**src/rtl/uart_tx_ctrl_if.sv**
```systemverilog
// Bundle between the upstream requester / UART TX output mux and uart_tx_ctrl.
//
// Handshake: Data_Valid is the request and ~busy is the ready. A byte is
// transferred on a rising CLK edge where Data_Valid=1 and busy=0; P_DATA,
// PAR_EN and PAR_TYP are captured on that same edge. A request seen while
// busy=1 is dropped, not held, so the requester keeps Data_Valid high (or
// pulses it again) until it observes the transfer.
interface uart_tx_ctrl_if #(
    parameter int DATA_WIDTH = 8
);
    logic [DATA_WIDTH-1:0] P_DATA;
    logic                  Data_Valid;
    logic                  PAR_EN;
    logic                  PAR_TYP;
    logic [1:0]            mux_sel;
    logic                  ser_data;
    logic                  par_bit;
    logic                  busy;
    logic [2:0]            state_dbg;   // raw FSM state register, for checkers

    modport master (
        output P_DATA, Data_Valid, PAR_EN, PAR_TYP,
        input  mux_sel, ser_data, par_bit, busy, state_dbg
    );

    modport slave (
        input  P_DATA, Data_Valid, PAR_EN, PAR_TYP,
        output mux_sel, ser_data, par_bit, busy, state_dbg
    );
endinterface

```
**src/rtl/uart_tx_ctrl.sv**
```systemverilog
// UART transmit sequencing controller. One CLK cycle is one bit period.
// Frame: start -> DATA_WIDTH data bits (LSB first) -> optional parity -> stop.
// mux_sel/busy are pure decodes of the state register (no input-to-output path).
module uart_tx_ctrl #(
    parameter int DATA_WIDTH = 8
) (
    input  logic           CLK,
    input  logic           RST,
    uart_tx_ctrl_if.slave  bus
);
    localparam int CNT_W = (DATA_WIDTH > 1) ? $clog2(DATA_WIDTH) : 1;
    localparam logic [CNT_W-1:0] CNT_LAST = CNT_W'(DATA_WIDTH - 1);

    localparam logic [2:0] S_IDLE   = 3'd0;
    localparam logic [2:0] S_START  = 3'd1;
    localparam logic [2:0] S_DATA   = 3'd2;
    localparam logic [2:0] S_PARITY = 3'd3;
    localparam logic [2:0] S_STOP   = 3'd4;

    localparam logic [1:0] SEL_START  = 2'b00;
    localparam logic [1:0] SEL_STOP   = 2'b01;
    localparam logic [1:0] SEL_DATA   = 2'b10;
    localparam logic [1:0] SEL_PARITY = 2'b11;

    logic [2:0]            state_q,  state_d;
    logic [DATA_WIDTH-1:0] shift_q,  shift_d;
    logic [CNT_W-1:0]      cnt_q,    cnt_d;
    logic                  par_en_q, par_en_d;
    // PAR_TYP only matters at accept, where it is folded into par_bit_q,
    // so it needs no register of its own.
    logic                  par_bit_q, par_bit_d;

    logic [1:0]            mux_sel_w;
    logic                  busy_w;

    // Next-state, shift register, bit counter and parity latch.
    always_comb begin
        state_d   = state_q;
        shift_d   = shift_q;
        cnt_d     = cnt_q;
        par_en_d  = par_en_q;
        par_bit_d = par_bit_q;
        case (state_q)
            S_IDLE: begin
                if (bus.Data_Valid) begin
                    shift_d   = bus.P_DATA;
                    par_en_d  = bus.PAR_EN;
                    par_bit_d = (^bus.P_DATA) ^ bus.PAR_TYP;
                    cnt_d     = '0;
                    state_d   = S_START;
                end
            end
            S_START: begin
                state_d = S_DATA;
            end
            S_DATA: begin
                shift_d = {1'b0, shift_q[DATA_WIDTH-1:1]};
                if (cnt_q == CNT_LAST) begin
                    // Clear instead of incrementing so the counter never wraps.
                    cnt_d   = '0;
                    state_d = par_en_q ? S_PARITY : S_STOP;
                end else begin
                    cnt_d = cnt_q + 1'b1;
                end
            end
            S_PARITY: begin
                state_d = S_STOP;
            end
            S_STOP: begin
                state_d = S_IDLE;
            end
            default: begin
                // Unused encodings fall back to IDLE on the next edge.
                state_d = S_IDLE;
            end
        endcase
    end

    // State and datapath registers; reset returns the line to idle-high at once.
    always_ff @(posedge CLK or posedge RST) begin
        if (RST) begin
            state_q   <= S_IDLE;
            shift_q   <= '0;
            cnt_q     <= '0;
            par_en_q  <= 1'b0;
            par_bit_q <= 1'b0;
        end else begin
            state_q   <= state_d;
            shift_q   <= shift_d;
            cnt_q     <= cnt_d;
            par_en_q  <= par_en_d;
            par_bit_q <= par_bit_d;
        end
    end

    // Moore decode of mux select and busy from the state register alone.
    always_comb begin
        mux_sel_w = SEL_STOP;
        busy_w    = 1'b0;
        case (state_q)
            S_START:  begin mux_sel_w = SEL_START;  busy_w = 1'b1; end
            S_DATA:   begin mux_sel_w = SEL_DATA;   busy_w = 1'b1; end
            S_PARITY: begin mux_sel_w = SEL_PARITY; busy_w = 1'b1; end
            S_STOP:   begin mux_sel_w = SEL_STOP;   busy_w = 1'b1; end
            default:  begin mux_sel_w = SEL_STOP;   busy_w = 1'b0; end
        endcase
    end

    assign bus.mux_sel   = mux_sel_w;
    assign bus.busy      = busy_w;
    assign bus.ser_data  = shift_q[0];
    assign bus.par_bit   = par_bit_q;
    assign bus.state_dbg = state_q;
endmodule

```
**src/flat_wrapper.sv**
```systemverilog
// flat-port wrapper written by rule: the top's interface ports become plain ports
module uart_tx_ctrl_flat 
#(
    parameter int DATA_WIDTH = 8
)
  (CLK, RST, bus_P_DATA, bus_Data_Valid, bus_PAR_EN, bus_PAR_TYP, bus_mux_sel, bus_ser_data, bus_par_bit, bus_busy, bus_state_dbg);
  uart_tx_ctrl_if #(.DATA_WIDTH(DATA_WIDTH)) bus_i ();
  input  logic CLK;
  input  logic RST;
  input wire logic [$bits(bus_i.P_DATA)-1:0] bus_P_DATA;
  input wire logic [$bits(bus_i.Data_Valid)-1:0] bus_Data_Valid;
  input wire logic [$bits(bus_i.PAR_EN)-1:0] bus_PAR_EN;
  input wire logic [$bits(bus_i.PAR_TYP)-1:0] bus_PAR_TYP;
  output wire logic [$bits(bus_i.mux_sel)-1:0] bus_mux_sel;
  output wire logic [$bits(bus_i.ser_data)-1:0] bus_ser_data;
  output wire logic [$bits(bus_i.par_bit)-1:0] bus_par_bit;
  output wire logic [$bits(bus_i.busy)-1:0] bus_busy;
  output wire logic [$bits(bus_i.state_dbg)-1:0] bus_state_dbg;
  assign bus_i.P_DATA = bus_P_DATA;
  assign bus_i.Data_Valid = bus_Data_Valid;
  assign bus_i.PAR_EN = bus_PAR_EN;
  assign bus_i.PAR_TYP = bus_PAR_TYP;
  assign bus_mux_sel = bus_i.mux_sel;
  assign bus_ser_data = bus_i.ser_data;
  assign bus_par_bit = bus_i.par_bit;
  assign bus_busy = bus_i.busy;
  assign bus_state_dbg = bus_i.state_dbg;
  uart_tx_ctrl #(.DATA_WIDTH(DATA_WIDTH)) u_core (.CLK(CLK), .RST(RST), .bus(bus_i));
endmodule
```
**config.mk**
```make
export PLATFORM = sky130hd
export DESIGN_NAME = uart_tx_ctrl_flat
export DESIGN_NICKNAME = d
export VERILOG_FILES = /design/src/rtl/uart_tx_ctrl_if.sv /design/src/rtl/uart_tx_ctrl.sv /design/src/flat_wrapper.sv
export SDC_FILE = /design/constraint.sdc
export NUM_CORES = 1
export LEC_CHECK = 0
export CORE_MARGIN = 1
export CORE_UTILIZATION = 51
export DETAILED_ROUTE_END_ITERATION = 8
export PLACE_DENSITY = 0.81
export SYNTH_ARGS = -nofsm -noshare
export SYNTH_HDL_FRONTEND = slang
export SYNTH_SLANG_ARGS = --single-unit
export TNS_END_PERCENT = 10
```
**constraint.sdc**
```tcl
create_clock -name CLK -period 2.3 [get_ports CLK]
set_input_delay 0.46 -clock CLK [delete_from_list [all_inputs] [get_ports CLK]]
set_output_delay 0.46 -clock CLK [all_outputs]
set_load 0.03 [all_outputs]
```
# [Yosys cells after proc, flatten, opt, wreduce, memory -nomap -nowiden]
# Index checks and enable logic that the tools add are counted.
# W data, S select, Z words.
[totals] out_inout_bits=8 elab_cells=32 in_bits=13 reg_bits=16
[op_classes] muxes=11 n_reduce_logical=7 eq_ne=7 bitwise=1 addsub=1
[ops] cell="$pmux W8 S2" n=1
[ops] cell="$mux W3" n=5
[ops] cell="$pmux W3 S4" n=1
[ops] cell="$mux W8" n=1
[ops] cell="$reduce_xor A8 Y1" n=1
[ops] cell="$eq A3 B2 Y1 const B" n=2
[ops] cell="$eq A3 B3 Y1 const B" n=2
[ops] cell="$pmux W2 S3" n=1
[ops] cell="$pmux W3 S2" n=1
[ops] cell="$reduce_and A2 Y1" n=3
[ops] cell="$reduce_or A4 Y1" n=1
[ops] cell="$add A3 B1 Y3 const B" n=1
[ops] cell="$eq A3 B1 Y1 const B" n=1
[ops] cell="$logic_not A3 Y1" n=1
[ops] cell="$ne A2 B1 Y1 const B" n=1
[ops] cell="$ne A2 B2 Y1 const B" n=1
[ops] cell="$reduce_bool A2 Y1" n=1
[ops] cell="$mux W1" n=1
[ops] cell="$xor A1 B1 Y1" n=1

# [Depth between registers and ports, before layout]
[depth] word_depth=3 ltp_mapped=6 mapped_depth_nobuf=5

# [Least setup slack after synthesis]
# No wires, ideal clock.
[synth_timing] kind="flip-flop to output port" startpoint="register u_core.state_q[1] (netlist: u_core.bus.state_dbg[1])" endpoint="output bus_busy" arrival_time_ns=1.289 path_stages_with_launch=4 required_ns=1.840 setup_slack_ns=0.551 path_buffers=1 path_cell_list="dfrtp_1 > buf_4 > nor2_1 > xnor2_1"
[synth_via] elab_chain_len=3 elab_cells_between_ends=6
[synth_rtl] item="start: declaration" line_no="uart_tx_ctrl.sv:25" text="logic [2:0] state_q, state_d;"
[synth_rtl] item="start signal: assignment" line_no="uart_tx_ctrl.sv:88" text="state_q <= state_d;"
[synth_rtl] item="$eq A3 B1 Y1 (tied with other cells)" line_no="uart_tx_ctrl.sv:100" text="case (state_q)"
[synth_rtl] item="$reduce_or A4 Y1 (no line) *"
[synth_rtl] item="$mux W1 *" line_no="uart_tx_ctrl.sv:100"
[synth_rtl] item="end: declaration" line_no="flat_wrapper.sv:17" text="output wire logic [$bits(bus_i.busy)-1:0] bus_busy;"
# Every way passes the cells marked *; elsewhere a longest branch is shown, timed or not.

# [Worst setup path in the final report]
[layout_timing] startpoint="register u_core.state_q[0] (netlist: u_core.bus.state_dbg[0])" endpoint="output bus_busy"
# The elaborated chain is that of the path after synthesis.

==> metrics <==
M1 GR Usage=24.2%; GRT Overall Usage=19.3%; final wirelength=approximately 1500 um; Die Ht=approximately 44 um; routed vias=just under 600; Final Non-Filler Cells=112; via/cell ratio=5.33; WHS Path Cells=2; Layout area overhead=23.7%; Worst Skew=~0.0046 ns; GR peak layer=met2; Design Power=~1.6 mW; Hold Crit Class=register to register; sequential area share after synthesis=about 45%; Synth area leaders=dfrtp_1, mux2i_1, xnor2_1; Resized Gates After CTS=0; flops & latches, synth=16; Clock transition at path regs=approximately 0.09 ns; storage element area=around 400 um^2; synth unique cells=25; CTS max path bufs=2; Tcrit/Tclk final=between 90% and 100%; status=finished clean; Worst-Skew Late Latency=between 0.2 and 0.3 ns; Leak=just under 0.5 nW; Most used DFF post-synth=dfrtp_1; root buf cell=clkbuf_4; met2 Track Usage GR=a little under a third; Largest stage delay, worst path=0.68 ns; die area=slightly below 0.002 mm^2; Max IR drop VDD=0.705 mV; proportion of synthesized area in mux cells=about an eighth; Worst Setup End Kind=output port; Setup Crit Path Kind=register to output port; yosys warns=0; CP Launch Point=u_core.bus.state_dbg[0]; worst slew pin tran=0.608 ns; Rel. slew slack=between 50% and 60%; area taken by multi-input logic gates=between 400 and 500 um^2; unrepaired setup endpoints after global routing=false; Pwr Density=about 1400 mW/mm^2; Iteration-0 DRC Markers=7; synthesized area=approximately 890 um^2; HP Start=u_core.shift_q[0]; Mapped Cells=76; arrival time worst endpoint=~1.7 ns; fin crit period=2.19 ns; GPL Wtd Cong=0.730; grt total ovfl=0; Syn Nets=91; Compound-Gate Fraction of Synth Area=between 8 and 9%; max frequency=approximately 0.46 GHz; Filler cells=121; CP Launch Type=register; final setup fails=0; CTS Buf Count=3; Max Cap Violations=0; Max Slew Vio Count=0; CTS tree=done; CP required=approximately 1.8 ns; Final nets=~110; largest net degree at the start of global routing=18; Hold-fix buffers, CTS=0; CTS HTree Levels=1; area leader, netlist=dfrtp_1; largest family of logic cells by synthesized area=simple AND/OR/NAND/NOR gates; # port buffers=20; EDFF count, synth=0; Row Count=14; Final Util=70.0%; worst reg2reg path startpoint=u_core.bus.state_dbg[2]; Yosys top cell area share=44.9%; Reg2Reg Depth=4; HPWL after DPL=1110 um; Starting Density=between 50% and 60%; DRC errors left=0; Final Hold Viols=0; detail-routed net length per standard cell=13.0 um; post-CTS setup buffers=0; met3 Use GR=2.50%; Core Region=roughly 0.0016 mm^2; antenna violations before repair=0; Synth Area in XOR/XNOR=approximately a tenth; Simple-Gate Fraction of Synth Area=approximately 15%; Critical Path, Cell by Cell=nor2_1, xnor2_1, clkdlybuf4s50_1; top-count cell post-synth=dfrtp_1; drt pass-1 iters=2; I/O pins=21; Post-Route Setup TNS=0 ns; placed insts=around 110; Avg Inst Size Synth=11.7 um^2; post-route ant nets=0; number of global-route vias before repair=592; first-pass GRT wire length=2650 um; Synth top cells by count=dfrtp_1, mux2i_1, nand2_1, xnor2_1, o21ai_1; share of layout cells above drive strength 1=14.6%; critical path's slowest cell=clkdlybuf4s50_1; CP Max Fanout=8; post-synthesis adder-cell area fraction=~2.8%; clk sink count=16; antenna cells=0; Chip Width=43.8 um; asr flop ratio synth=100%
## power by group
group | switching (mW) | leakage [nW] | internal [mW]
Combinational | 0.469 | 0.274 | 0.431
Clock | 0.0825 | 0.0138 | 0.0607
Sequential | 0.125 | 0.199 | 0.419
Total | 0.677 | 0.486 | 0.911
## final timing paths
| path | to | slack [ns] |
|---|---|---|
| min in group asynchronous | u_core.shift_q[4] | 0.54 |
| hold / removal | u_core.shift_q[0] | 0.49 |
| max in group asynchronous | u_core.bus.state_dbg[0] | 1.33 |
| hold reg to reg | u_core.shift_q[0] | 0.49 |
| setup reg to reg | u_core.shift_q[0] | 0.69 |
| setup / recovery | bus_busy | 0.11 |
## final cells by class
class / instances / area share [%]
Sequential cell: 16 / 36.5
Inverter: 2 / 0.680
Timing Repair Buffer: 21 / 18.8
Clock buffer: 3 / 2.04
Tap cell: 16 / 1.81
Multi-Input combinational cell: 54 / 40.1
## metal layers
metal,share of wire (%),wire (um)
met1,47,689
met2,49,713
met3,2.8,40
met4,0.62,9
met5,0,0
## worst max-delay path: cells and delay by family (launching register included)
kind	cells	cell delay, ns
simple gates	1	0.15
flops	1	0.50
xor+xnor	1	0.12
buf+inv	1	0.68
## registers in the layout, summed over array words and instances (netlist names)
register              flops
u_core.par_en_q           1
u_core.bus.state_dbg      3
u_core.cnt_q              3
u_core.bus.par_bit        1
u_core.shift_q            8
## cell usage in the layout, fill, tap and decap left out, drive strengths merged
cell / n
nor2: 4
nand2: 8
clkdlybuf4s50: 20
nor4b: 1
and2b: 1
xnor2: 6
mux2: 2
ha: 2
nor3b: 1
nand2b: 1
o21ai: 8
a22o: 2
dfrtp: 16
xnor3: 1
a21oi: 1
mux2i: 9
clkbuf: 3
buf: 1
xor2: 2
a31oi: 1
inv: 2
nor2b: 3
nor3: 1
## logic make-up after synthesis
group | count (synthesis)
adder cells (fa/ha/maj) | 2
XOR/XNOR | 9
AND/OR/NAND/NOR | 20
AO/OA/AOI/OAI | 12
multiplexers | 11
buffers and inverters | 6
flip-flops | 16
## through the flow
stage          setup slack [ns]  hold WS [ns]  area, um^2
2_1_floorplan             0.551         0.374         892
3_3_place_gp              0.238         0.459        1080
3_5_place_dp              0.248         0.469        1080
4_1_cts                  0.0227         0.490        1100
5_1_grt                  0.0457         0.529        1100
6_report                  0.112         0.485        1100
Power figures use the tool's default switching activity.
